<file path="config.mk">
export PLATFORM = sky130hd
export DESIGN_NAME = tmac_mpi_nch
export DESIGN_NICKNAME = d
export VERILOG_FILES = /design/src/rtl/tmac_pkg.sv /design/src/rtl/tmac_mpi_chreg.sv /design/src/rtl/tmac_mpi_nch.sv
export SDC_FILE = /design/constraint.sdc
export NUM_CORES = 1
export LEC_CHECK = 0
export BUFFER_PORTS_ARGS = -buffer_cell sky130_fd_sc_hd__buf_2
export CAP_MARGIN = 40
export CORE_UTILIZATION = 57
export CTS_CLUSTER_DIAMETER = 100
export DETAILED_ROUTE_END_ITERATION = 6
export PLACE_DENSITY = 0.79
export SLEW_MARGIN = 40
export SYNTH_ARGS = -nofsm -noshare
export SYNTH_HDL_FRONTEND = slang
export SYNTH_SLANG_ARGS = --single-unit
</file>
<file path="constraint.sdc">
create_clock -name clk100m -period 3.3 [get_ports clk100m]
set_clock_uncertainty 0.15 [all_clocks]
set_input_delay 0.825 -clock clk100m [delete_from_list [all_inputs] [get_ports clk100m]]
set_output_delay 0.825 -clock clk100m [all_outputs]
set_load 0.02 [all_outputs]
</file>
<file path="src/rtl/tmac_pkg.sv">
// Shared constants for the TMAC CPU register interface: register map,
// version word and per-channel FIFO event bit positions.
// Pure constants; no logic, no latency, no flow control.
package tmac_pkg;

  // Global register word addresses
  localparam int ADDR_VERSION  = 'h00;
  localparam int ADDR_CTRL     = 'h01;
  localparam int ADDR_INT_STAT = 'h02;
  localparam int ADDR_INT_MASK = 'h03;

  // Per-channel register block: channel c lives at CH_BASE + CH_STRIDE*c
  localparam int CH_BASE   = 'h10;
  localparam int CH_STRIDE = 4;

  localparam logic [1:0] CH_OFF_CTRL = 2'd0;
  localparam logic [1:0] CH_OFF_LEN  = 2'd1;
  localparam logic [1:0] CH_OFF_CNT  = 2'd2;

  // CH_CTRL bit positions
  localparam int CH_CTRL_RDI = 0;
  localparam int CH_CTRL_RTP = 1;
  localparam int CH_CTRL_COM = 2;

  localparam logic [15:0] VERSION = 16'h0201;

  // Bit index of each event inside a channel's 4-bit fifo_evt nibble
  localparam int EVT_BM_OVF   = 0;
  localparam int EVT_BM_UDF   = 1;
  localparam int EVT_TMAC_OVF = 2;
  localparam int EVT_TMAC_UDF = 3;

endpackage

</file>
<file path="src/rtl/tmac_mpi_chreg.sv">
// One channel's register block: CH_CTRL, TPKT_LEN, pkt_ind edge detect, PKT_CNT.
// Writes take effect at the strobe edge; outputs are registered (1 cycle).
// No backpressure: CPU strobes and pkt_ind are accepted every cycle.
//
// Ports:
//   clk100m, rst         clock, synchronous active-low reset
//   i_wr_ctrl/len/cnt    decoded write strobes for this channel's registers
//   i_wdat               low bits of the CPU write data
//   i_pkt_ind            "packet taken" indication from the datapath
//   o_rdi_en, o_rtp_en   channel enables
//   o_pkt_com            packet-complete flag
//   o_len                transmit packet length
//   o_cnt                saturating count of pkt_ind rising edges
module tmac_mpi_chreg
  import tmac_pkg::*;
#(
  parameter int LEN_W = 10,
  parameter int CNT_W = 16
) (
  input  logic             clk100m,
  input  logic             rst,
  input  logic             i_wr_ctrl,
  input  logic             i_wr_len,
  input  logic             i_wr_cnt,
  input  logic [LEN_W-1:0] i_wdat,
  input  logic             i_pkt_ind,
  output logic             o_rdi_en,
  output logic             o_rtp_en,
  output logic             o_pkt_com,
  output logic [LEN_W-1:0] o_len,
  output logic [CNT_W-1:0] o_cnt
);

  logic             r_ind_d;
  logic             r_rdi;
  logic             r_rtp;
  logic             r_com;
  logic [LEN_W-1:0] r_len;
  logic [CNT_W-1:0] r_cnt;
  logic             w_rise;

  assign w_rise = i_pkt_ind & ~r_ind_d;

  always_ff @(posedge clk100m) begin
    if (!rst) begin
      r_ind_d <= 1'b0;
      r_rdi   <= 1'b0;
      r_rtp   <= 1'b0;
      r_com   <= 1'b0;
      r_len   <= '0;
      r_cnt   <= '0;
    end else begin
      r_ind_d <= i_pkt_ind;

      if (i_wr_ctrl) begin
        r_rdi <= i_wdat[CH_CTRL_RDI];
        r_rtp <= i_wdat[CH_CTRL_RTP];
      end

      // CPU set beats the datapath's clear so a freshly queued packet is never lost
      if (i_wr_ctrl && i_wdat[CH_CTRL_COM]) begin
        r_com <= 1'b1;
      end else if (w_rise) begin
        r_com <= 1'b0;
      end

      if (i_wr_len) begin
        r_len <= i_wdat;
      end

      // A CPU clear beats a coincident increment; the count sticks at all-ones
      if (i_wr_cnt) begin
        r_cnt <= '0;
      end else if (w_rise && (r_cnt != '1)) begin
        r_cnt <= r_cnt + CNT_W'(1);
      end
    end
  end

  assign o_rdi_en  = r_rdi;
  assign o_rtp_en  = r_rtp;
  assign o_pkt_com = r_com;
  assign o_len     = r_len;
  assign o_cnt     = r_cnt;

endmodule

</file>
<file path="src/rtl/tmac_mpi_nch.sv">
// CPU register interface for an NCH-channel transmit MAC: globals, interrupts, read mux.
// Writes visible 1 cycle after the strobe; read data on cpu_dout 2 edges after the strobe.
// No backpressure: one CPU access per cycle is always accepted.
//
// Ports:
//   clk100m, rst                  clock, synchronous active-low reset
//   cpu_cs/wr/rd/addr/din/dout    CPU word bus (cpu_dout registered, held between reads)
//   cpu_int                       level or pulse interrupt (INT_PULSE)
//   pkt_ind, fifo_evt             per-channel datapath indications
//   ipg_th, rdi_en, rtp_en,
//   pkt_com, tpkt_length          register outputs to the datapaths
module tmac_mpi_nch
  import tmac_pkg::*;
#(
  parameter int NCH       = 3,
  parameter int AW        = 8,
  parameter int DW        = 16,
  parameter int LEN_W     = 10,
  parameter int IPG_RST   = 12,
  parameter int INT_PULSE = 0,
  parameter int CNT_W     = 16   // PKT_CNT width; the register saturates at all-ones
) (
  input  logic                 clk100m,
  input  logic                 rst,
  input  logic                 cpu_cs,
  input  logic                 cpu_wr,
  input  logic                 cpu_rd,
  input  logic [AW-1:0]        cpu_addr,
  input  logic [DW-1:0]        cpu_din,
  output logic [DW-1:0]        cpu_dout,
  output logic                 cpu_int,
  input  logic [NCH-1:0]       pkt_ind,
  input  logic [4*NCH-1:0]     fifo_evt,
  output logic [3:0]           ipg_th,
  output logic [NCH-1:0]       rdi_en,
  output logic [NCH-1:0]       rtp_en,
  output logic [NCH-1:0]       pkt_com,
  output logic [NCH*LEN_W-1:0] tpkt_length
);

  localparam int EW = 4 * NCH;

  logic             w_wr;
  logic             w_rd;
  logic             w_sel_ver;
  logic             w_sel_ctrl;
  logic             w_sel_stat;
  logic             w_sel_mask;
  logic             w_in_ch;
  logic [AW-1:0]    w_ch_rel;
  logic [1:0]       w_ch_off;
  logic [NCH-1:0]   w_ch_hit;
  logic [NCH-1:0]   w_rdi;
  logic [NCH-1:0]   w_rtp;
  logic [NCH-1:0]   w_com;
  logic [LEN_W-1:0] w_len [NCH];
  logic [CNT_W-1:0] w_cnt [NCH];
  logic [EW-1:0]    w_clr;
  logic             w_int_or;
  logic [DW-1:0]    w_rdat;
  logic             w_unused_din;

  logic [3:0]       r_ipg;
  logic [EW-1:0]    r_int_stat;
  logic [EW-1:0]    r_int_mask;
  logic             r_rd_q;
  logic [DW-1:0]    r_rdat_q;
  logic [DW-1:0]    r_dout;
  logic             r_or_d;
  logic             r_int;

  // Upper write-data bits are not backed by any register
  assign w_unused_din = ^cpu_din;

  // Address decode
  assign w_wr       = cpu_cs & cpu_wr;
  assign w_rd       = cpu_cs & cpu_rd;
  assign w_sel_ver  = (cpu_addr == AW'(ADDR_VERSION));
  assign w_sel_ctrl = (cpu_addr == AW'(ADDR_CTRL));
  assign w_sel_stat = (cpu_addr == AW'(ADDR_INT_STAT));
  assign w_sel_mask = (cpu_addr == AW'(ADDR_INT_MASK));
  assign w_in_ch    = (cpu_addr >= AW'(CH_BASE));
  assign w_ch_rel   = cpu_addr - AW'(CH_BASE);
  assign w_ch_off   = w_ch_rel[1:0];

  // Per-channel register blocks; addresses beyond NCH never hit
  for (genvar c = 0; c < NCH; c++) begin : g_ch
    assign w_ch_hit[c] = w_in_ch && (w_ch_rel[AW-1:2] == (AW-2)'(c));

    tmac_mpi_chreg #(
      .LEN_W (LEN_W),
      .CNT_W (CNT_W)
    ) u_chreg (
      .clk100m   (clk100m),
      .rst       (rst),
      .i_wr_ctrl (w_wr && w_ch_hit[c] && (w_ch_off == CH_OFF_CTRL)),
      .i_wr_len  (w_wr && w_ch_hit[c] && (w_ch_off == CH_OFF_LEN)),
      .i_wr_cnt  (w_wr && w_ch_hit[c] && (w_ch_off == CH_OFF_CNT)),
      .i_wdat    (cpu_din[LEN_W-1:0]),
      .i_pkt_ind (pkt_ind[c]),
      .o_rdi_en  (w_rdi[c]),
      .o_rtp_en  (w_rtp[c]),
      .o_pkt_com (w_com[c]),
      .o_len     (w_len[c]),
      .o_cnt     (w_cnt[c])
    );

    assign tpkt_length[c*LEN_W +: LEN_W] = w_len[c];
  end

  // Read mux works on pre-write state, so a same-cycle read/write returns the old value
  always_comb begin
    w_rdat = '0;
    if (w_sel_ver) begin
      w_rdat = DW'(VERSION);
    end else if (w_sel_ctrl) begin
      w_rdat[3:0] = r_ipg;
    end else if (w_sel_stat) begin
      w_rdat[EW-1:0] = r_int_stat;
    end else if (w_sel_mask) begin
      w_rdat[EW-1:0] = r_int_mask;
    end
    for (int c = 0; c < NCH; c++) begin
      if (w_ch_hit[c]) begin
        case (w_ch_off)
          CH_OFF_CTRL: w_rdat[2:0]       = {w_com[c], w_rtp[c], w_rdi[c]};
          CH_OFF_LEN:  w_rdat[LEN_W-1:0] = w_len[c];
          CH_OFF_CNT:  w_rdat[CNT_W-1:0] = w_cnt[c];
          default:     w_rdat            = '0;
        endcase
      end
    end
  end

  assign w_clr    = (w_wr && w_sel_stat) ? cpu_din[EW-1:0] : '0;
  assign w_int_or = |(r_int_stat & r_int_mask);

  always_ff @(posedge clk100m) begin
    if (!rst) begin
      r_ipg      <= 4'(IPG_RST);
      r_int_stat <= '0;
      r_int_mask <= '0;
      r_rd_q     <= 1'b0;
      r_rdat_q   <= '0;
      r_dout     <= '0;
      r_or_d     <= 1'b0;
      r_int      <= 1'b0;
    end else begin
      if (w_wr && w_sel_ctrl) begin
        r_ipg <= cpu_din[3:0];
      end
      if (w_wr && w_sel_mask) begin
        r_int_mask <= cpu_din[EW-1:0];
      end
      // New events override a coincident W1C so nothing is missed
      r_int_stat <= (r_int_stat & ~w_clr) | fifo_evt;

      // Read data is captured at the strobe edge, then presented one edge later
      r_rd_q <= w_rd;
      if (w_rd) begin
        r_rdat_q <= w_rdat;
      end
      if (r_rd_q) begin
        r_dout <= r_rdat_q;
      end

      r_or_d <= w_int_or;
      r_int  <= (INT_PULSE != 0) ? (w_int_or & ~r_or_d) : w_int_or;
    end
  end

  assign cpu_dout = r_dout;
  assign cpu_int  = r_int;
  assign ipg_th   = r_ipg;
  assign rdi_en   = w_rdi;
  assign rtp_en   = w_rtp;
  assign pkt_com  = w_com;

endmodule

</file>
==> run_results.csv <==
group,metric,value,unit
worst_setup_path,end_kind,"flop",
placement,place.port_buffers,99,
finish,area_growth,17.6,%
timing,rsz0062_at_grt,"false",
synth,netlist_area,7030,sq um
timing,slew_headroom,50.1,%
die,start_util,58.6,%
drt,wl_per_cell,20.5,um
drt,antenna_left,0,
clocking,cts_setup_buffers,0,
min_path,hp-class,"reg2reg",
synth,synth_area_leaders,"dfxtp_1 43%, mux2i_1 7.3%, a21oi_1 4.7%, nor2_1 4.6%, nand3_1 3.7%",
pwr,p_per_area,516,nW/um^2
worst_setup_path,critPathLaunchType,"input pin",
placement,placed_cells,1015,
clocking,ctsHoldBuffers,0,
clocking,clock-sinks,152,
global_routing,grt_usage,33.9,%
drt,firstDrtPassIters,6,
synth,synth_top_area_cell,"dfxtp_1",
timing,setup_viol,0,
die,ios,104,
clocking,clock_latency,0.43,ns
drt,vias,6777,
finish,final_cells,1047,
timing,finalSetupTns,0,ns
die,die_h,113,um
timing,tightest_slew,0.742,ns
synth,syn-num-nets,853,
die,core-area,12000,sq um
synth,synth_seq_cells,152,
synth,yosys_warnings,0,
placement,place_area,7620,sq um
job,maxCapViolations,0,
die,rows,40,
finish,final_common_cell,"dfxtp_1",
finish,finalNetCount,934,
global_routing,grt_pass1_vias,6097,
synth,ys.flop_type,"dfxtp_1",
synth,async_flop_share,0,%
drt,viasPerCell,6.47,
finish,layout_common_cells,"151 x dfxtp_1, 99 x buf_2, 87 x nor2_1",
pwr,p_leak,3.16,nW
synth,yosysTopAreaCellShare,43.3,%
die,die-area,12800,sq um
clocking,numCtsBuffers,17,
global_routing,grt_max_degree,73,
clocking,cts_resized,0,
global_routing,antenna_found_initial,0,
finish,fill_cells,963,
timing,max_freq,0.373,GHz
clocking,clk_path_buf_depth,2,
synth,synth_edf_count,0,
drt,drc,0,
placement,routabilityCongestion,0.904,
synth,ys_seq_area_share,43.3,%
timing,hold_violations,0,
finish,fin_area,8270,sq um
synth,synthCells,806,
timing,min_period,2.68,ns
synth,yosysUniqueCellTypes,60,
worst_setup_path,crit_type,"in2reg",
drt,routed_wl,21.5,mm
outcome,outcome,"finished, final reports clean",
worst_setup_path,crit_required,3.45,ns
worst_setup_path,crit_fanout,16,
die,die_w,113,um
pwr,irDropWorstVdd,0.266,mV
finish,layout-drive-gt1-share,19.1,%
clocking,clk_pin_slew_worst_paths,0.06,ns
placement,hpwlAfterDp,15.1,mm
worst_setup_path,cp_data_arrival_time,2.83,ns
timing,finalCritPeriodShare,81.2,%
global_routing,grt_pass1_wl,32.6,mm
finish,antennaDiodeCount,0,
clocking,root_buffer,"clkbuf_16",
timing,hold_slack,0.322,ns
clocking,htreeDepth,4,
global_routing,grt_overflow,0,
drt,drt_iter0_markers,741,
clocking,cts_tree,"yes",
timing,drv_slew,0,
pwr,total_power,0.00427,W
synth,syn_area_per_cell,8.73,sq um
-- per-layer routing --
metal / wire length [um] / GRT usage (%) / vias up
met5: 0 / 0 / -
met4: 890 / 19.4 / 0
met3: 2010 / 6.86 / 68
met2: 9680 / 52.6 / 397
met1: 8880 / 44.0 / 3220
li1: - / - / 3092
-- critical path, stage by stage --
cell     delay [ns]
buf_2          0.11
nor4b_2        0.54
and3b_1        0.64
nand2_1        0.44
nand2_1        0.18
a21oi_1        0.09
-- through the flow --
step	worst slack, ns	utilization, %
2_1_floorplan	0.729	-
3_3_place_gp	0.401	63.4
3_5_place_dp	0.349	63.4
4_1_cts	0.708	68.8
5_1_grt	0.521	68.8
6_report	0.620	68.8
-- sequential cells by signal (all words and copies together), names as in the netlist --
register and flops:
r_rd_q 1, g_ch.u_chreg.o_cnt 48, g_ch.u_chreg.o_len 30, r_int_mask 12, r_rdat_q 16, g_ch.u_chreg.r_ind_d 3
g_ch.u_chreg.o_pkt_com 3, ipg_th 4, cpu_dout 16, g_ch.u_chreg.o_rdi_en 3, r_int_stat 12, g_ch.u_chreg.o_rtp_en 3
cpu_int 1
-- logic make-up after synthesis --
family,after synthesis,share of synthesized area (%)
AO/OA/AOI/OAI,195,18.0
multiplexers,61,8.86
XOR/XNOR,30,3.74
buffers and inverters,65,4.23
AND/OR/NAND/NOR,300,21.4
flip-flops,152,43.3
adder cells (fa/ha/maj),3,0.534
-- path summary, 6_finish.rpt --
kind	startpoint	endpoint	slack [ns]	cells past startpoint
worst max-delay path	cpu_addr[7]	g_ch[1].u_chreg.o_len[8]	0.62	6
worst min-delay path	g_ch[1].u_chreg.o_rdi_en	g_ch[1].u_chreg.o_rdi_en	0.32	2
worst max register to register	g_ch[2].u_chreg.o_cnt[7]	g_ch[2].u_chreg.o_cnt[15]	1.04	5
worst min register to register	g_ch[1].u_chreg.o_rdi_en	g_ch[1].u_chreg.o_rdi_en	0.32	2
-- report_power, final --
group	leakage, nW	total [W]	switching [W]	internal (W)
registers	1.23	0.00190	0.0000301	0.00187
clock network	0.314	0.00213	0.000769	0.00136
logic	1.61	0.000239	0.000150	0.0000893
-- layout make-up --
cell class	count	area (sq um)	share of cell area, %
tap	147	184	2.22
clock inverter	12	199	2.41
multi-input combinational	589	3690	44.7
inverter	5	18.8	0.227
clock buffer	20	447	5.40
timing repair buffer	122	681	8.23
sequential	152	3040	36.8
-- synth_stat cells (12+ instances only) --
master    instances
dfxtp_1         152
nor2_1           87
a21oi_1          66
nand2_1          60
nand3_1          52
mux2i_1          51
clkbuf_1         40
o21ai_0          27
xnor2_1          27
nor3_1           22
a22oi_1          18
nand4_1          13
o21a_1           12
(Power assumes the default switching activity.)
